<file path="src/rtl/spi_pkg.sv">
// Shared SPI definitions: FSM state encodings, mode constants and byte width,
// common to the mode-0 slave and master blocks.
package spi_pkg;

  localparam int BYTE_W = 8;

  // Mode 0: clock idles low, data sampled on the rising edge.
  localparam logic SPI_CPOL = 1'b0;
  localparam logic SPI_CPHA = 1'b0;

  typedef enum logic [2:0] {
    ST_IDLE      = 3'h1,
    ST_LOAD      = 3'h2,
    ST_SHIFT     = 3'h3,
    ST_BYTE_DONE = 3'h4
  } spi_state_e;

endpackage

</file>
<file path="src/rtl/spi_sync_edge.sv">
// Multi-flop synchronizer for one asynchronous SPI pin, with a history flop
// so the conditioned level can be turned into single-cycle rise/fall pulses.
module spi_sync_edge #(
  parameter int   SYNC_STAGES = 2,
  parameter logic RST_VAL     = 1'b0
) (
  input  logic clk,
  input  logic rst,
  input  logic din,
  output logic level,
  output logic rise,
  output logic fall
);

  logic [SYNC_STAGES-1:0] sync_p0;
  logic                   hist_p1;

  // Synchronizer chain plus one history flop for edge detection.
  always_ff @(posedge clk) begin
    if (rst) begin
      sync_p0 <= {SYNC_STAGES{RST_VAL}};
      hist_p1 <= RST_VAL;
    end else begin
      sync_p0 <= {sync_p0[SYNC_STAGES-2:0], din};
      hist_p1 <= sync_p0[SYNC_STAGES-1];
    end
  end

  assign level = sync_p0[SYNC_STAGES-1];
  assign rise  = level & ~hist_p1;
  assign fall  = ~level & hist_p1;

endmodule

</file>
<file path="src/rtl/spi_slave_cpol0_cpha0.sv">
// SPI mode-0 byte-oriented responder. Oversamples sclk/cs_n/mosi with clk,
// shifts mosi in and miso out MSB-first, and serves miso from a one-byte
// holding register that falls back to IDLE_BYTE when nothing was queued.
module spi_slave_cpol0_cpha0
  import spi_pkg::*;
#(
  parameter int                SYNC_STAGES = 2,
  parameter logic [BYTE_W-1:0] IDLE_BYTE   = 8'h00
) (
  input  logic              clk,
  input  logic              rst,
  input  logic              sclk,
  input  logic              cs_n,
  input  logic              mosi,
  output logic              miso,
  output logic              miso_oe,
  input  logic [BYTE_W-1:0] tx_data,
  input  logic              tx_load,
  output logic              tx_ready,
  output logic [BYTE_W-1:0] rx_data,
  output logic              rx_valid,
  output logic              underrun,
  output logic [2:0]        state
);

  // ---- input conditioning ----
  logic sclk_level_unused;
  logic sclk_rise;
  logic sclk_fall;
  logic cs_level;
  logic cs_rise;
  logic cs_fall;
  logic mosi_level;
  logic mosi_rise_unused;
  logic mosi_fall_unused;

  spi_sync_edge #(
    .SYNC_STAGES (SYNC_STAGES),
    .RST_VAL     (1'b0)
  ) u_sync_sclk (
    .clk   (clk),
    .rst   (rst),
    .din   (sclk),
    .level (sclk_level_unused),
    .rise  (sclk_rise),
    .fall  (sclk_fall)
  );

  // cs_n idles high, so its chain resets to the deselected level.
  spi_sync_edge #(
    .SYNC_STAGES (SYNC_STAGES),
    .RST_VAL     (1'b1)
  ) u_sync_cs (
    .clk   (clk),
    .rst   (rst),
    .din   (cs_n),
    .level (cs_level),
    .rise  (cs_rise),
    .fall  (cs_fall)
  );

  // mosi only needs its level; it shares the sclk chain depth so the sample
  // taken on a detected sclk rise matches the pin value at that rise.
  spi_sync_edge #(
    .SYNC_STAGES (SYNC_STAGES),
    .RST_VAL     (1'b0)
  ) u_sync_mosi (
    .clk   (clk),
    .rst   (rst),
    .din   (mosi),
    .level (mosi_level),
    .rise  (mosi_rise_unused),
    .fall  (mosi_fall_unused)
  );

  // ---- protocol FSM and datapath ----
  spi_state_e        state_q;
  logic [2:0]        bit_cnt;
  logic [BYTE_W-1:0] rx_sh;
  // Bits still to be sent after the one currently on miso.
  logic [BYTE_W-2:0] tx_sh;
  logic [BYTE_W-1:0] hold;

  assign state = state_q;

  // Single-process FSM: states, shifters, holding register and all outputs.
  always_ff @(posedge clk) begin
    if (rst) begin
      state_q  <= ST_IDLE;
      miso     <= 1'b0;
      miso_oe  <= 1'b0;
      tx_ready <= 1'b1;
      rx_data  <= '0;
      rx_valid <= 1'b0;
      underrun <= 1'b0;
      bit_cnt  <= '0;
      rx_sh    <= '0;
      tx_sh    <= '0;
      hold     <= '0;
    end else begin
      rx_valid <= 1'b0;
      underrun <= 1'b0;

      // Host-side write into the holding register; ignored while full.
      if (tx_load && tx_ready) begin
        hold     <= tx_data;
        tx_ready <= 1'b0;
      end

      // Deselect aborts any partial byte; BYTE_DONE finishes its own byte
      // and then follows the cs_n level instead.
      if (cs_rise && (state_q != ST_BYTE_DONE)) begin
        state_q <= ST_IDLE;
        miso    <= 1'b0;
        miso_oe <= 1'b0;
        bit_cnt <= '0;
      end else begin
        case (state_q)
          ST_IDLE: begin
            miso    <= 1'b0;
            miso_oe <= 1'b0;
            bit_cnt <= '0;
            if (cs_fall) begin
              state_q <= ST_LOAD;
            end
          end

          ST_LOAD: begin
            // A byte written in this same cycle lands in hold (tx_ready is
            // still 1 here) and is served at the next byte boundary.
            if (!tx_ready) begin
              miso     <= hold[BYTE_W-1];
              tx_sh    <= hold[BYTE_W-2:0];
              tx_ready <= 1'b1;
            end else begin
              miso     <= IDLE_BYTE[BYTE_W-1];
              tx_sh    <= IDLE_BYTE[BYTE_W-2:0];
              underrun <= 1'b1;
            end
            miso_oe <= 1'b1;
            state_q <= ST_SHIFT;
          end

          ST_SHIFT: begin
            if (sclk_rise) begin
              rx_sh   <= {rx_sh[BYTE_W-2:0], mosi_level};
              bit_cnt <= bit_cnt + 3'd1;
              if (bit_cnt == 3'd7) begin
                state_q <= ST_BYTE_DONE;
              end
            end else if (sclk_fall && (bit_cnt != 3'd0)) begin
              // With no rise yet in this byte, a fall is the trailing edge
              // of the previous byte; the new MSB is already on miso.
              miso  <= tx_sh[BYTE_W-2];
              tx_sh <= {tx_sh[BYTE_W-3:0], 1'b0};
            end
          end

          ST_BYTE_DONE: begin
            rx_data  <= rx_sh;
            rx_valid <= 1'b1;
            bit_cnt  <= '0;
            if (!cs_level) begin
              state_q <= ST_LOAD;
            end else begin
              state_q <= ST_IDLE;
              miso    <= 1'b0;
              miso_oe <= 1'b0;
            end
          end

          default: begin
            state_q <= ST_IDLE;
            miso    <= 1'b0;
            miso_oe <= 1'b0;
            bit_cnt <= '0;
          end
        endcase
      end
    end
  end

endmodule

</file>
<file path="config.mk">
export PLATFORM = sky130hd
export DESIGN_NAME = spi_slave_cpol0_cpha0
export DESIGN_NICKNAME = d
export VERILOG_FILES = /design/src/rtl/spi_pkg.sv /design/src/rtl/spi_sync_edge.sv /design/src/rtl/spi_slave_cpol0_cpha0.sv
export SDC_FILE = /design/constraint.sdc
export NUM_CORES = 1
export LEC_CHECK = 0
export ABC_AREA = 1
export BUFFER_PORTS_ARGS = -buffer_cell sky130_fd_sc_hd__buf_2
export CAP_MARGIN = 20
export CORE_ASPECT_RATIO = 0.6
export CORE_UTILIZATION = 53
export CTS_BUF_LIST = sky130_fd_sc_hd__clkbuf_4 sky130_fd_sc_hd__clkbuf_8
export CTS_CLUSTER_SIZE = 14
export DETAILED_ROUTE_END_ITERATION = 6
export PLACE_DENSITY = 0.78
export SYNTH_ARGS = -nofsm -noshare
export SYNTH_HDL_FRONTEND = slang
export SYNTH_SLANG_ARGS = --single-unit
export TNS_END_PERCENT = 30
</file>
<file path="constraint.sdc">
create_clock -name clk -period 1.1 [get_ports clk]
set_input_delay 0.22 -clock clk [delete_from_list [all_inputs] [get_ports clk]]
set_output_delay 0.22 -clock clk [all_outputs]
set_load 0.01 [all_outputs]
</file>
==> summary.md, run 1 <==
| Metric | Value |
|---|---|
| Clk_lat worst skew | around 0.32 ns |
| Setup violations, final | 33 |
| Final instance area | 0.00278 mm² |
| Max Fclk | 0.792 GHz |
| Tot GR Track Use | 25.8% |
| Critical path capture point type | register |
| Internal Power | 0.00351 W |
| Area occupied by multi-input gates | around 0.0011 mm² |
| Leakage | 1.27 nW |
| Final ANT Viol Nets | 0 |
| CTS H-tree depth | 2 |
| CTS Buffer Depth | 2 |
| Sink Count | 50 |
| Top Ports | 30 |
| Syn avg cell area | 7.42 µm² |
| Vias | between 1500 and 2000 |
| Fin crit share | 115% |
| Final Wtd Congestion | 0.828 |
| Post-place instance area | 0.00239 mm² |
| Layout area overhead | 35.0% |
| Worst Hold Class | input port to register |
| Row cnt | 17 |
| Core area | 0.00370 mm² |
| Clock share of power | 24.1% |
| DRT Wirelength | 5320 µm |
| Crit Path Category | register to register |
| Sw power | 0.00188 W |
| Max cap viols | 0 |
| Die Height | 50.3 µm |
| Part of the power in combinational logic | 35.4% |
| Clock transition at the registers of the reported paths | roughly 0.10 ns |
| Critical path required time | around 1.3 ns |
| Max Slew Vio Count | 0 |
| Post-synth top area cell | dfxtp_1 |
| Die footprint | 0.00415 mm² |
| DR WL/cell | roughly 14 µm |
| Crit start category | register |
| FF/Latch Area | 0.00102 mm² |
| Routed vias/inst | 5.17 |
| Initial antenna violation count | 0 |
| Setup ws final | -0.163 ns |
| Headroom to the max-slew limit | 81.2% |
| VDD IR max | ~1.3 mV |
| Grt peak-use layer | met2 |
| TritonCTS buffer count | 5 |
| Post-Syn Nets | 295 |
| Status | finished with violations |
| Grt ovf | 0 |
| Net Sw Frac | 34.9% |
| GRT met3 Usage | 7.45% |
| DP HPWL | 2980 µm |
| Largest net degree at the start of global routing | 27 |
| Warnings, synthesis | 0 |
| Effective utilization at floorplan | a little under three fifths |
| Drt first-iter violations | between 150 and 200 |
| List of most frequent post-synthesis cells | 59 x nor2_1, 55 x nand2_1, 50 x dfxtp_1, 24 x inv_1, 24 x nand3_1 |
| Register bit total from synthesis | 50 |
| # DRC | 0 |
| GR Util met2 | 37.9% |
| Vias in the first global route | 1726 |
| Synth cell types | 23 |
| Sequential area share after synthesis | 48.5% |
| Layout cells sized above 1 | 34.6% |
| Failing checks | setup timing |
| Count leader, synth | nor2_1 |
| Cts hold-fix bufs | 0 |
| Post-synth EDFFs | 0 |
| FILL cells | 259 |
| CTS tree | built |
| Ranking of synthesized cells by area | dfxtp_1 49%, nor2_1 11%, nand2_1 10%, nand3_1 5.8%, o21ai_0 4.9% |
| Layout Nets | 348 |
| Synth Instances | 278 |
| # diodes | 0 |
| Worst slew pin tran | about 0.28 ns |
| Flop pwr share | 40.5% |
| Tmin final | 1.26 ns |
| TritonRoute pass-1 iters | 4 |
| Global-route wire length before repair | 7780 µm |
| Hold WS | 0.0953 ns |
| Cell area after synthesis | 0.00206 mm² |
| RSZ-0062 raised after global routing | yes |
| Number of port buffers | 29 |
| Met1 Track Usage GR | 34.7% |
| Max Fanout on Critical Path | 3 |
| Count of final hold-check violations | 0 |
| Pwr Density | approximately 1900 mW/mm² |
| Clock root buffer | clkbuf_8 |
| Post-synth top flop | dfxtp_1 |
| Async set or reset register ratio after synthesis | 0% |
| Clock skew | ~0.011 ns |
| Die W | 82.5 µm |
| DP Worst Slack | -0.110 ns |
| CP Data Arrival Time | 1.47 ns |
| Share of the synthesized area in the top cell type | 48.5% |
[area by class of cell]
| class | instances | share of cell area (%) |
|---|---|---|
| multi-input cells | 193 | 39.2 |
| flip-flops and latches | 50 | 36.6 |
| repair buffers | 53 | 14.1 |
| inverters | 28 | 4.09 |
| clock buffers | 5 | 2.47 |
| well taps | 47 | 2.11 |
| clock inverters | 3 | 1.44 |
[metrics by stage]
| step | utilization [%] | instances | setup TNS (ns) | power, W |
|---|---|---|---|---|
| 2_1_floorplan | - | 278 | -0.639 | 0.00311 |
| 3_3_place_gp | 64.6 | 364 | -0.891 | 0.00351 |
| 3_5_place_dp | 64.6 | 364 | -1.45 | 0.00352 |
| 4_1_cts | 70.9 | 374 | -1.29 | 0.00497 |
| 5_1_grt | 75.2 | 379 | -4.05 | 0.00567 |
| 6_report | 75.2 | 379 | -1.89 | 0.00540 |
[flip-flops by register name, indices dropped and copies added (netlist names), 2 cells and up]
signal               count
rx_data                  8
rx_sh                    8
u_sync_cs.sync_p0        2
u_sync_mosi.sync_p0      2
bit_cnt                  3
state                    3
tx_sh                    7
hold                     8
u_sync_sclk.sync_p0      2
[power by group through the flow]
| stage | Combinational [W] | Clock, W | Sequential, W |
|---|---|---|---|
| after global routing | 0.00208 | 0.00137 | 0.00221 |
| final | 0.00191 | 0.00130 | 0.00219 |
| after floorplan | 0.000939 | 0 | 0.00217 |
| after global placement | 0.00133 | 0 | 0.00217 |
| after detailed placement | 0.00134 | 0 | 0.00218 |
| after CTS | 0.00154 | 0.00128 | 0.00215 |
[routing by layer]
| metal | share of wire [%] | vias up |
|---|---|---|
| li1 | - | 984 |
| met5 | 0 | - |
| met4 | 2.6 | 0 |
| met2 | 45 | 94 |
| met1 | 45 | 863 |
| met3 | 8.1 | 17 |
[layout by cell type (no fill, tap or decap), drive strengths merged]
cell	Yosys	layout
nor2	62	63
nand2	61	62
buf	6	53
dfxtp	50	50
inv	26	26
nand3	25	25
o21ai	20	20
a21oi	15	15
clkbuf	3	5
ha	3	3
clkinv	2	3
nand4	2	2
or2	2	2
clkinvlp	0	1
nor4	1	1
bufinv	0	1
[worst paths after layout]
path / from / cells after the start / slack [ns] / to
hold / removal: cs_n / 2 / 0.1 / u_sync_cs.sync_p0[0]
setup reg to reg: bit_cnt[1] / 5 / -0.16 / state[1]
hold reg to reg: u_sync_sclk.sync_p0[0] / 2 / 0.40 / u_sync_sclk.sync_p0[1]
setup / recovery: bit_cnt[1] / 5 / -0.16 / state[1]
[critical path, cell delays in order (launching register included)]
cell and delay [ns]:
dfxtp_2 0.37, ha_1 0.16, ha_1 0.18, inv_1 0.08, o21ai_0 0.27, a21oi_1 0.10
[cell families after synthesis]
family,Yosys count,share of synthesized area [%]
and+or+nand+nor,153,33.3
adders and majority gates,3,1.82
DFF,50,48.5
buffers and inverters,37,7.83
AOI/OAI and AO/OA,35,8.50
[timing repair]
item / in CTS / in global routing
gates cloned: 1 / 2
resized for setup: 28 / 35
pin swaps: 7 / 15
endpoints found under the setup margin: 30 / 37
setup buffers: 1 / 3
(Power assumes the default switching activity.)
==> run 2, diff against run 1 <==
--- a/config.mk
+++ b/config.mk
@@ -8,7 +8,6 @@
 export ABC_AREA = 1
 export BUFFER_PORTS_ARGS = -buffer_cell sky130_fd_sc_hd__buf_2
 export CAP_MARGIN = 20
-export CORE_ASPECT_RATIO = 0.6
 export CORE_UTILIZATION = 53
 export CTS_BUF_LIST = sky130_fd_sc_hd__clkbuf_4 sky130_fd_sc_hd__clkbuf_8
 export CTS_CLUSTER_SIZE = 14
==> run 2 against run 1 <==
Against the previous run: critical path depth increased by 3; largest cell class unchanged; clock power about the same; utilization is 2.2 points lower; routed wire length shrank 13%; the flow still finishes with violations (setup timing); register-to-register slack better by 0.07 ns; maximum frequency increased by 5.9%; clock skew shrank 0.0051 ns; power is 4.2% lower; final cell count fell by 0.53%; via count decreased by 3.2%; flip-flop and latch count did not move.
==> summary.md, run 2 (synthesis gave the netlist of run 1 again) <==
| Metric | Value |
|---|---|
| Worst Hold Class | input port to register |
| Count of final hold-check violations | 0 |
| Leakage | 1.22 nW |
| # DRC | 0 |
| Most frequent cells in the layout | 54 x nor2_1, 44 x dfxtp_1, 41 x nand2_1 |
| Routed vias/inst | between 5 and 6 |
| Drt first-iter violations | 134 |
| Critical path's slowest cell | dfxtp_4 |
| Fin crit share | 108% |
| Critical path capture point type | register |
| Max Fclk | 0.839 GHz |
| Setup ws final | -0.0924 ns |
| TritonCTS buffer count | 5 |
| Global-route wire length before repair | 7200 µm |
| Number of port buffers | 29 |
| CP Buf/Inv Count | 1 |
| Hold Path Stages | 2 |
| Clk_lat worst skew | 0.30 ns |
| Worst r2r src | bit_cnt[0] |
| Layout Nets | 345 |
| RSZ-0062 raised after global routing | yes |
| Critical path required time | 1.30 ns |
| Pwr Density | a little under 2000 mW/mm² |
| Top Ports | 30 |
| Sink Count | 50 |
| Core area | approximately 0.0037 mm² |
| Most common cell after layout, fill and taps aside | nor2_1 |
| Max Slew Vio Count | 0 |
| Tot GR Track Use | between 20% and 30% |
| R2R Setup Slk | -0.09 ns |
| Largest net degree at the start of global routing | 27 |
| Headroom to the max-slew limit | 84.0% |
| Vias in the first global route | 1630 |
| Clock skew | 0.00583 ns |
| Hold WS | slightly above 0.09 ns |
| Crit start category | register |
| DR WL/cell | 12.3 µm |
| CP Data Arrival Time | 1.40 ns |
| Row cnt | 22 |
| Hold Path End | u_sync_cs.sync_p0[0] |
| Tmin final | 1.19 ns |
| Worst path top cell family by delay | simple AND/OR/NAND/NOR gates |
| Crit-path max cell delay | 0.38 ns |
| Max Fanout on Critical Path | 6 |
| Worst slew pin tran | 0.239 ns |
| FILL cells | 304 |
| VDD IR max | approximately 1.1 mV |
| Number of cells on the worst reg-to-reg path | 8 |
| Layout cells sized above 1 | 33.7% |
| # diodes | 0 |
| Die W | 64.4 µm |
| Cells after DPL | 361 |
| Status | finished with violations |
| Die footprint | 0.00414 mm² |
| Final ANT Viol Nets | 0 |
| CTS H-tree depth | 2 |
| Crit Path Category | register to register |
| Die Height | 64.4 µm |
| Clock root buffer | clkbuf_8 |
| Grt ovf | 0 |
| Top Registers | hold x8, rx_data x8, rx_sh x8 |
| Vias | roughly 1900 |
| Max cap viols | 0 |
| TritonRoute pass-1 iters | 4 |
| HP Start | cs_n |
| Failing checks | setup timing |
| Post-Layout Cell Count | 377 |
| CTS Buffer Depth | 2 |
| CTS tree | built |
| DRT Wirelength | 4650 µm |
| Critical path cell sequence | inv_2 -> ha_4 -> nand2_2 -> nand2_2 -> nand2_4 -> nand2_4 -> nor2_2 -> nor2_1 |
| Effective utilization at floorplan | 55.9% |
| Initial antenna violation count | 0 |
| Clock transition at the registers of the reported paths | 0.09 ns |
| Reg-to-reg critical path endpoint | tx_sh[4] |
| Final Wtd Congestion | approximately 0.84 |
| Layout area overhead | 30.6% |
| DP HPWL | 2790 µm |
| Setup violations, final | 27 |
run 2: worst register-to-register path, cell delays in order (launching register included):
cell and delay, ns:
dfxtp_4 0.38, inv_2 0.06, ha_4 0.15, nand2_2 0.06, nand2_2 0.07, nand2_4 0.13
nand2_4 0.10, nor2_2 0.11, nor2_1 0.06
run 2: final cells by class:
class / count / area, µm² / share of cell area, %
Clock buffer: 6 / 76.3 / 2.83
Clock inverter: 2 / 37.5 / 1.39
Tap cell: 48 / 60.1 / 2.23
Sequential cell: 50 / 1020 / 37.8
Inverter: 28 / 114 / 4.23
Multi-Input combinational cell: 195 / 1060 / 39.4
Timing Repair Buffer: 48 / 325 / 12.1
run 2: routing by layer:
| layer | GRT usage, % | vias to the layer above | part of all wire (%) |
|---|---|---|---|
| met3 | 5.71 | 14 | 4.3 |
| met4 | 12.2 | 0 | 2.3 |
| met5 | 0 | - | 0 |
| met2 | 34.6 | 50 | 48 |
| li1 | - | 985 | - |
| met1 | 30.0 | 846 | 45 |
run 2: what timing repair did:
item | CTS | global route
hold endpoints to repair | 0 | 0
gates resized for setup | 28 | 29
setup buffers | 4 | 0
cloned | 3 | 1
endpoints found under the setup margin | 34 | 39
hold buffers | 0 | 0
pin swaps | 7 | 14
run 2: worst max path at each step:
stage | from | endpoint | slack (ns) | depth (start not counted)
2_1_floorplan | state[0] | tx_sh[3] | -0.04 | 9
3_3_place_gp | state[2] | rx_sh[1] | -0.09 | 6
3_5_place_dp | state[2] | rx_sh[2] | -0.12 | 6
4_1_cts | bit_cnt[0] | tx_sh[0] | -0.06 | 9
5_1_grt | bit_cnt[0] | tx_sh[1] | -0.16 | 9
6_report | bit_cnt[0] | tx_sh[4] | -0.09 | 8
run 2: per-stage QoR:
| step | TNS, ns | cell area, µm² | utilization (%) | total power, W | setup WS (ns) |
|---|---|---|---|---|---|
| 2_1_floorplan | -0.639 | 2080 | - | 0.00311 | -0.0364 |
| 3_3_place_gp | -1.17 | 2350 | 63.7 | 0.00346 | -0.0907 |
| 3_5_place_dp | -1.96 | 2350 | 63.7 | 0.00349 | -0.119 |
| 4_1_cts | -0.731 | 2600 | 70.5 | 0.00496 | -0.0581 |
| 5_1_grt | -3.39 | 2690 | 73.0 | 0.00547 | -0.156 |
| 6_report | -1.13 | 2690 | 73.0 | 0.00517 | -0.0924 |
run 2: where the power goes:
part | switching, W | internal (W)
combinational | 0.000971 | 0.000714
sequential | 0.000187 | 0.00201
clock | 0.000589 | 0.000703
total | 0.00175 | 0.00343
